$ cat config.mk
export PLATFORM = sky130hd
export DESIGN_NAME = fifo_stream_reader
export DESIGN_NICKNAME = d
export VERILOG_FILES = /design/src/rtl/fifo_stream_reader.sv
export SDC_FILE = /design/constraint.sdc
export NUM_CORES = 1
export LEC_CHECK = 0
export ABC_AREA = 1
export CAP_MARGIN = 10
export CORE_MARGIN = 2
export CORE_UTILIZATION = 40
export DETAILED_ROUTE_END_ITERATION = 8
export PLACE_DENSITY = 0.7
export SLEW_MARGIN = 20
export SYNTH_ARGS = -nofsm -noshare
export SYNTH_HDL_FRONTEND = slang
export SYNTH_SLANG_ARGS = --single-unit
$ cat constraint.sdc
create_clock -name clk -period 2.6 [get_ports clk]
set_clock_uncertainty 0.15 [all_clocks]
set_input_delay 0.78 -clock clk [delete_from_list [all_inputs] [get_ports clk]]
set_output_delay 0.78 -clock clk [all_outputs]
set_load 0.005 [all_outputs]
$ cat src/rtl/fifo_stream_reader.sv
// fifo_stream_reader: drains a synchronous FIFO (1-cycle read latency) into a
// valid/ready stream with fixed-length packet framing. A 3-entry skid buffer
// absorbs the read latency, so reads never depend combinationally on m_ready.
module fifo_stream_reader #(
    parameter int WIDTH   = 8,
    parameter int PKT_LEN = 4,
    parameter int CNT_W   = 16
) (
    input  logic             clk,
    input  logic             reset,
    input  logic             enable,
    input  logic             flush,
    input  logic             fifo_empty,
    input  logic [WIDTH-1:0] fifo_rdata,
    output logic             fifo_rd_en,
    output logic             m_valid,
    input  logic             m_ready,
    output logic [WIDTH-1:0] m_data,
    output logic             m_last,
    output logic [CNT_W-1:0] pkt_count,
    output logic             busy
);

    localparam logic [1:0] IDLE = 2'd0;
    localparam logic [1:0] RUN  = 2'd1;
    localparam logic [1:0] STOP = 2'd2;

    localparam int                BEAT_W    = (PKT_LEN > 1) ? $clog2(PKT_LEN) : 1;
    localparam logic [BEAT_W-1:0] BEAT_LAST = BEAT_W'(PKT_LEN - 1);

    logic [1:0]        state_reg;
    logic [1:0]        state_next;
    logic [1:0]        occ_reg;
    logic [1:0]        occ_next;
    logic              inflight_reg;
    logic [1:0]        head_reg;
    logic [1:0]        tail_reg;
    logic [BEAT_W-1:0] beat_idx_reg;
    logic [CNT_W-1:0]  pkt_count_reg;
    logic [WIDTH-1:0]  mem_reg [0:2];

    logic has_room;
    logic capture;
    logic handshake;

    // Circular pointer increment over the three buffer slots.
    function automatic logic [1:0] ptr_inc(input logic [1:0] p);
        return (p == 2'd2) ? 2'd0 : p + 2'd1;
    endfunction

    // Read request and stream handshake decode; only registered occupancy is
    // used for the room test so m_ready stays out of the rd_en path.
    always_comb begin
        has_room   = ({1'b0, occ_reg} + {2'b00, inflight_reg}) < 3'd3;
        fifo_rd_en = !reset && (state_reg == RUN) && enable && !flush
                     && !fifo_empty && has_room;
        capture    = inflight_reg && !flush;
        m_valid    = (occ_reg != 2'd0);
        m_data     = mem_reg[head_reg];
        m_last     = m_valid && (beat_idx_reg == BEAT_LAST);
        handshake  = m_valid && m_ready;
        busy       = (state_reg != IDLE);
        pkt_count  = pkt_count_reg;
    end

    // Occupancy: a capture and a pop in the same cycle cancel out.
    always_comb begin
        occ_next = occ_reg;
        case ({inflight_reg, handshake})
            2'b10:   occ_next = occ_reg + 2'd1;
            2'b01:   occ_next = occ_reg - 2'd1;
            default: occ_next = occ_reg;
        endcase
    end

    // Run/stop/idle sequencing; STOP waits for the buffer and pipeline to empty.
    always_comb begin
        state_next = state_reg;
        case (state_reg)
            IDLE: if (enable) state_next = RUN;
            RUN:  if (!enable) state_next = STOP;
            STOP: begin
                if (enable)
                    state_next = RUN;
                else if ((occ_reg == 2'd0) && !inflight_reg)
                    state_next = IDLE;
            end
            default: state_next = IDLE;
        endcase
    end

    // Control registers: flush clears everything buffered or in flight.
    always_ff @(posedge clk or posedge reset) begin
        if (reset) begin
            state_reg     <= IDLE;
            occ_reg       <= 2'd0;
            inflight_reg  <= 1'b0;
            head_reg      <= 2'd0;
            tail_reg      <= 2'd0;
            beat_idx_reg  <= '0;
            pkt_count_reg <= '0;
        end else if (flush) begin
            state_reg     <= IDLE;
            occ_reg       <= 2'd0;
            inflight_reg  <= 1'b0;
            head_reg      <= 2'd0;
            tail_reg      <= 2'd0;
            beat_idx_reg  <= '0;
            pkt_count_reg <= '0;
        end else begin
            state_reg    <= state_next;
            occ_reg      <= occ_next;
            inflight_reg <= fifo_rd_en;
            if (inflight_reg)
                tail_reg <= ptr_inc(tail_reg);
            if (handshake) begin
                head_reg <= ptr_inc(head_reg);
                if (beat_idx_reg == BEAT_LAST) begin
                    beat_idx_reg  <= '0;
                    pkt_count_reg <= pkt_count_reg + 1'b1;
                end else begin
                    beat_idx_reg <= beat_idx_reg + 1'b1;
                end
            end
        end
    end

    // Skid buffer slots: each slot loads FIFO data when the tail points at it.
    generate
        for (genvar gi = 0; gi < 3; gi++) begin : g_slot
            always_ff @(posedge clk or posedge reset) begin
                if (reset)
                    mem_reg[gi] <= '0;
                else if (capture && (tail_reg == 2'(gi)))
                    mem_reg[gi] <= fifo_rdata;
            end
        end
    endgenerate

endmodule
==> results of run 1 <==
==> worst paths after layout <==
kind,end,slack (ps),depth (start not counted)
hold reg to reg,state_reg[0],330,1
setup / recovery,m_data[0],5,6
setup reg to reg,inflight_reg,400,12
max in group asynchronous,head_reg[0],1100,4
min in group asynchronous,state_reg[1],820,4
hold / removal,state_reg[0],330,1
==> cells in the mapped netlist (4+ instances only) <==
| cell | instances |
|---|---|
| o21ai_0 | 7 |
| nand2_1 | 99 |
| inv_1 | 39 |
| a21oi_1 | 5 |
| ha_1 | 4 |
| dfrtp_1 | 51 |
| inv_2 | 5 |
| nand3_4 | 4 |
| o21ai_1 | 26 |
| nand3_1 | 22 |
| buf_6 | 4 |
| nor2_1 | 27 |
| nand4_1 | 10 |
==> power by group through the flow <==
stage	clock, uW	sequential [uW]	combinational, uW
finish	571	821	156
global route	618	824	177
CTS	592	821	159
detailed placement	0	837	157
global placement	0	835	155
floorplan	0	834	77.1
==> layout by cell type, fill, tap and decap left out, types with 2 or more instances in the layout <==
master,count
nand4_1,10
nand3_2,2
nor4_1,2
nor2_4,3
o21ai_1,26
nor3_1,3
nand2_4,3
nor2_1,26
ha_1,2
a21oi_1,5
buf_4,25
inv_2,6
nor2_2,4
xor2_1,2
inv_1,38
dlygate4sd2_1,4
clkbuf_8,6
nand3_4,4
nand3_1,22
clkdlybuf4s50_1,32
buf_2,2
dlymetal6s2s_1,4
o21ai_0,7
dfrtp_1,51
nand2_1,99
==> worst reg2reg max path, cell delays in order, from the launching register on <==
cell	delay (ps)
dfrtp_1	400
inv_1	90
nand4_1	140
buf_4	170
buf_4	120
buf_4	120
buf_4	120
buf_4	120
buf_4	120
buf_4	120
buf_4	120
buf_4	120
nor4_1	190
==> per-layer routing <==
metal	vias up	wire (um)	global-route usage
met3	5	227	0.0327
met4	0	45	0.0418
li1	1200	-	-
met1	1097	2610	0.213
met2	50	2990	0.309
met5	-	0	0
==> cell families (layout without fill, tap and decap cells) <==
| kind of cell | after synthesis | in the layout | share of synthesized area |
|---|---|---|---|
| adders and majority gates | 4 | 4 | 0.0186 |
| buffers and inverters | 51 | 119 | 0.0836 |
| xor gates and xnor gates | 2 | 2 | 0.00651 |
| DFF | 51 | 51 | 0.474 |
| AOI/OAI and AO/OA | 44 | 44 | 0.0874 |
| and+or+nand+nor | 181 | 181 | 0.330 |
==> timing repair <==
item	in CTS	in global routing
setup endpoints to repair	3	7
pin swaps	2	3
setup buffers	9	3
gates cloned	0	1
gates resized for setup	8	8
==> layout make-up <==
type	count	area share
tap	77	0.0278
timing repair buffer	67	0.174
inverter	44	0.0476
clock buffer	6	0.0238
clock inverter	2	0.0101
multi-input combinational	231	0.349
sequential	51	0.368
==> stage by stage <==
step	power [uW]	setup WS, ps
finish	1550	4.94
global route	1620	-116
CTS	1570	0.680
detailed placement	993	-463
global placement	990	-430
floorplan	911	294
==> results.py, run 1 <==
metrics = {
    "run_status": {
        "status": "complete, no violations",
    },
    "grt": {
        "grt_usage": 0.173,
        "grt_pass1_wl_um": 10200,
        "grt_overflow": 0,
        "grt_max_degree": 34,
        "antenna_found_initial": 0,
        "first_global_vias": 2310,
    },
    "power_and_ir_drop": {
        "pwr-share-seq": 0.530,
        "p_sw_frac": 0.225,
        "intPower_uw": 1200,
        "p_leak_uw": 0.00170,
        "p_sw_uw": 349,
        "p_clk_frac": 0.369,
        "powerDensity_mw_per_mm2": 446,
        "vdd_ir_drop_max_uv": 350,
        "combPwrFrac": 0.101,
    },
    "timing": {
        "fin_tns_setup_ps": 0,
        "worst_hold_slack_ps": 333,
        "period_minus_slack_ps": 2600,
        "maxSlewHeadroom": 0.717,
        "rsz0062_at_grt": "true",
        "setup_viol_count_final": 0,
        "slew_violations": 0,
        "fmax_ghz": 0.385,
        "worstMarginPinSlew_ps": 424,
        "hold_viol": 0,
        "fin_crit_sh": 0.998,
    },
    "final_layout": {
        "syn_to_final_growth_pct": 28.8,
        "regArea_sq_mm": 0.00128,
        "largest_reg_flops": 24,
        "fin_util": 0.540,
        "fin_nets": 418,
        "fin_cells": 478,
        "fillCellCount": 617,
        "antenna_cells": 0,
        "multi_input_area_sq_mm": 0.00121,
        "drive_gt1_frac": 0.155,
        "final_design_area_no_fill_sq_mm": 0.00347,
    },
    "critical_path": {
        "start_kind": "register",
        "worst-path-buf-inv": 3,
        "r2r_start": "state_reg[1]",
        "crit_path_end_kind": "output pin",
        "crit_slowest_cell": "clkdlybuf4s50_1",
        "critical_path.top_delay_family": "buffers and inverters",
        "crit_type": "reg2out",
        "worst_ep_required_time_ps": 1670,
        "critPathLaunch": "head_reg[1]",
        "worstPathMaxFanout": 8,
        "slowest_delay_ps": 500,
        "worstPathArrival_ps": 1670,
        "crit_chain": "inv_1 > nor2_1 > buf_4 > nand2_1 > nand3_1 > clkdlybuf4s50_1",
    },
    "clocking": {
        "cts_buffers": 5,
        "cts_tree": "yes",
        "cts_root_buf": "clkbuf_8",
        "htreeDepth": 2,
        "postCtsHoldBufs": 0,
        "clk_pin_slew_ps": 90,
        "clkSinkCount": 51,
        "clock_path_buffers": 2,
        "insertion_delay_ps": 300,
    },
    "run": {
        "max_cap_viol_count": 0,
    },
    "floorplanning": {
        "rows": 29,
        "start_util": 0.419,
        "die_y_um": 86.0,
        "dieArea_sq_mm": 0.00740,
        "core_area_sq_mm": 0.00642,
        "ios": 42,
        "dieWidth_um": 86.0,
    },
    "logic_synthesis": {
        "ys_top_cells_by_area": "dfrtp_1 (47%), nand2_1 (14%), inv_1 (5.4%)",
        "synth_edf_count": 0,
        "yosysWarnings": 0,
        "synthesis.area_sq_mm": 0.00269,
        "ys_types": 30,
        "synth_nets": 351,
        "yosysSeqAreaShare": 0.474,
        "synthFlopType": "dfrtp_1",
        "syn_avg_cell_area_sq_um": 8.09,
        "yosys.area.top_type": "dfrtp_1",
        "ys_ff_latch": 51,
        "netlist_instances": 333,
        "postSynth.asyncResetShare": 1.00,
        "synth_top_cell_area_share": 0.474,
    },
    "place": {
        "hpwl_um": 4050,
        "io_buffers": 41,
        "gp_congestion": 0.765,
        "dpl_cell_area_sq_mm": 0.00324,
        "dp.cells": 457,
    },
    "routing": {
        "wire_per_inst_um": 12.3,
        "drtAntennaViolNets": 0,
        "drt_wl_total_um": 5870,
        "drtIter0Drc": 87,
        "routed_via_density": 4.92,
        "drc_errors": 0,
        "first_pass_iters": 4,
        "num_vias": 2352,
    },
    "hold_path": {
        "hp-class": "reg2reg",
        "hp-start": "state_reg[1]",
    },
}
Note: power is estimated with default switching activity, not from simulation.
==> inputs of run 2 (changes only) <==
--- a/config.mk
+++ b/config.mk
@@ -11,6 +11,7 @@
 export CORE_UTILIZATION = 40
 export DETAILED_ROUTE_END_ITERATION = 8
 export PLACE_DENSITY = 0.7
+export SKIP_CTS_REPAIR_TIMING = 1
 export SLEW_MARGIN = 20
 export SYNTH_ARGS = -nofsm -noshare
 export SYNTH_HDL_FRONTEND = slang
==> run 2 against run 1 <==
Compared with the run above: the run now ends with setup timing left; combinational power shrank 3%; clock power is essentially flat; flip-flop and latch count is the same; final cell count shrank 2.1%; via count shrank 1.4%; hold slack is essentially flat; first-iteration DRC count shrank 8.0%; clock-buffer cell count is the same; setup slack lost 80 ps; sequential power is essentially flat; wire length shrank 2.5%; power shrank 0.22%; critical path type is now in2out; critical endpoint is now fifo_rd_en.
==> results.py, run 2 (synthesis results as in run 1) <==
metrics = {
    "power_and_ir_drop": {
        "powerDensity_mw_per_mm2": 455,
        "pwr-share-seq": 0.531,
        "p_sw_uw": 347,
        "p_leak_uw": 0.00167,
        "p_sw_frac": 0.224,
        "intPower_uw": 1200,
        "p_clk_frac": 0.370,
        "vdd_ir_drop_max_uv": 348,
        "combPwrFrac": 0.099,
        "power_uw": 1540,
    },
    "critical_path": {
        "worstPathArrival_ps": 1750,
        "worst_ep_required_time_ps": 1670,
        "worst-path-buf-inv": 3,
        "critical_path.top_delay_family": "buffers and inverters",
        "crit_slowest_cell": "clkdlybuf4s50_1",
        "crit_chain": "clkdlybuf4s50_1 > inv_2 > nand4_1 > nor4_1 > dlymetal6s2s_1",
        "crit_type": "in2out",
        "start_kind": "primary input",
        "critPathLaunch": "flush",
        "r2r_start": "pkt_count[1]",
        "worstPathMaxFanout": 2,
        "crit_path_end_kind": "output pin",
        "slowest_delay_ps": 430,
    },
    "clocking": {
        "cts_root_buf": "clkbuf_8",
        "htreeDepth": 2,
        "clock_path_buffers": 2,
        "cts_tree": "yes",
        "clkSinkCount": 51,
        "cts_buffers": 5,
        "clk_pin_slew_ps": 90,
        "insertion_delay_ps": 300,
    },
    "timing": {
        "setup_viol_count_final": 2,
        "fin_ws_ps": -75.3,
        "rsz0062_at_grt": "true",
        "hold_viol": 0,
        "maxSlewHeadroom": 0.717,
        "period_minus_slack_ps": 2680,
        "worst_hold_slack_ps": 333,
        "worstMarginPinSlew_ps": 424,
        "fmax_ghz": 0.374,
        "fin_tns_setup_ps": -83.3,
        "fin_crit_sh": 1.03,
        "slew_violations": 0,
    },
    "grt": {
        "grt_overflow": 0,
        "first_global_vias": 2258,
        "grt_usage": 0.168,
        "grt_max_degree": 34,
        "antenna_found_initial": 0,
        "grt_pass1_wl_um": 10000,
    },
    "final_layout": {
        "largest_reg_flops": 24,
        "drive_gt1_frac": 0.125,
        "fin_cells": 468,
        "antenna_cells": 0,
        "syn_to_final_growth_pct": 26.0,
        "final_common_cell": "nand2_1",
        "final_cell_mix": "nand2_1 (99), dfrtp_1 (51), inv_1 (38)",
        "fin_util": 0.528,
        "fin_nets": 408,
    },
    "place": {
        "hpwl_um": 4050,
        "io_buffers": 41,
        "dp.cells": 457,
        "gp_congestion": 0.765,
    },
    "routing": {
        "num_vias": 2318,
        "first_pass_iters": 4,
        "routed_via_density": 4.95,
        "drtIter0Drc": 80,
        "drt_wl_total_um": 5730,
        "wire_per_inst_um": 12.2,
        "drc_errors": 0,
        "drtAntennaViolNets": 0,
    },
    "run_status": {
        "status": "complete, but fails checks",
        "violations": "setup timing",
    },
    "floorplanning": {
        "start_util": 0.419,
        "rows": 29,
        "ios": 42,
        "die_y_um": 86.0,
        "core_area_sq_mm": 0.00642,
        "dieArea_sq_mm": 0.00740,
        "dieWidth_um": 86.0,
    },
    "hold_path": {
        "hp-start": "state_reg[1]",
        "hp-class": "reg2reg",
    },
    "run": {
        "max_cap_viol_count": 0,
    },
}
-- run 2: worst reg2reg max path: cells and delay by family, from the launching register on --
kind                     cells  cell delay [ps]
AO/OA/AOI/OAI                1              170
adder cells (fa/ha/maj)      1              250
buffers and inverters        1               90
flip-flops                   1              420
AND/OR/NAND/NOR              5              470
-- run 2: path summary, 6_finish.rpt --
kind,slack [ps],cells after the start,end
max,-80,5,fifo_rd_en
min,330,1,state_reg[0]
max reg2reg,940,8,pkt_count[8]
min reg2reg,330,1,state_reg[0]
max in group asynchronous,1120,4,mem_reg[4]
min in group asynchronous,790,4,state_reg[1]
-- run 2: area by class of cell --
class                           count  area, sq um
Clock inverter                      2         35.0
Timing Repair Buffer               57          543
Clock buffer                        6         82.6
Fill cell                         625         3030
Inverter                           44          165
Tap cell                           77         96.3
Multi-Input combinational cell    231         1190
Sequential cell                    51         1280
-- run 2: metal layers --
metal  part of all wire  up-vias  GRT usage
met5                  0        -          0
met4             0.0075        0     0.0418
met3              0.044        4     0.0337
met2               0.50       54      0.297
met1               0.45     1076      0.210
li1                   -     1184          -
-- run 2: power by group through the flow --
stage	Sequential [uW]	Clock, uW	Combinational, uW
2_1_floorplan	834	0	77.1
3_3_place_gp	835	0	155
3_5_place_dp	837	0	157
4_1_cts	821	592	158
5_1_grt	824	619	173
6_report	821	571	152
-- run 2: stage by stage --
step,setup slack (ps),area [sq um]
after global routing,-159,3390
after global placement,-430,3240
after detailed placement,-463,3240
final,-75.3,3390
after CTS,-463,3350
after floorplan,294,2690
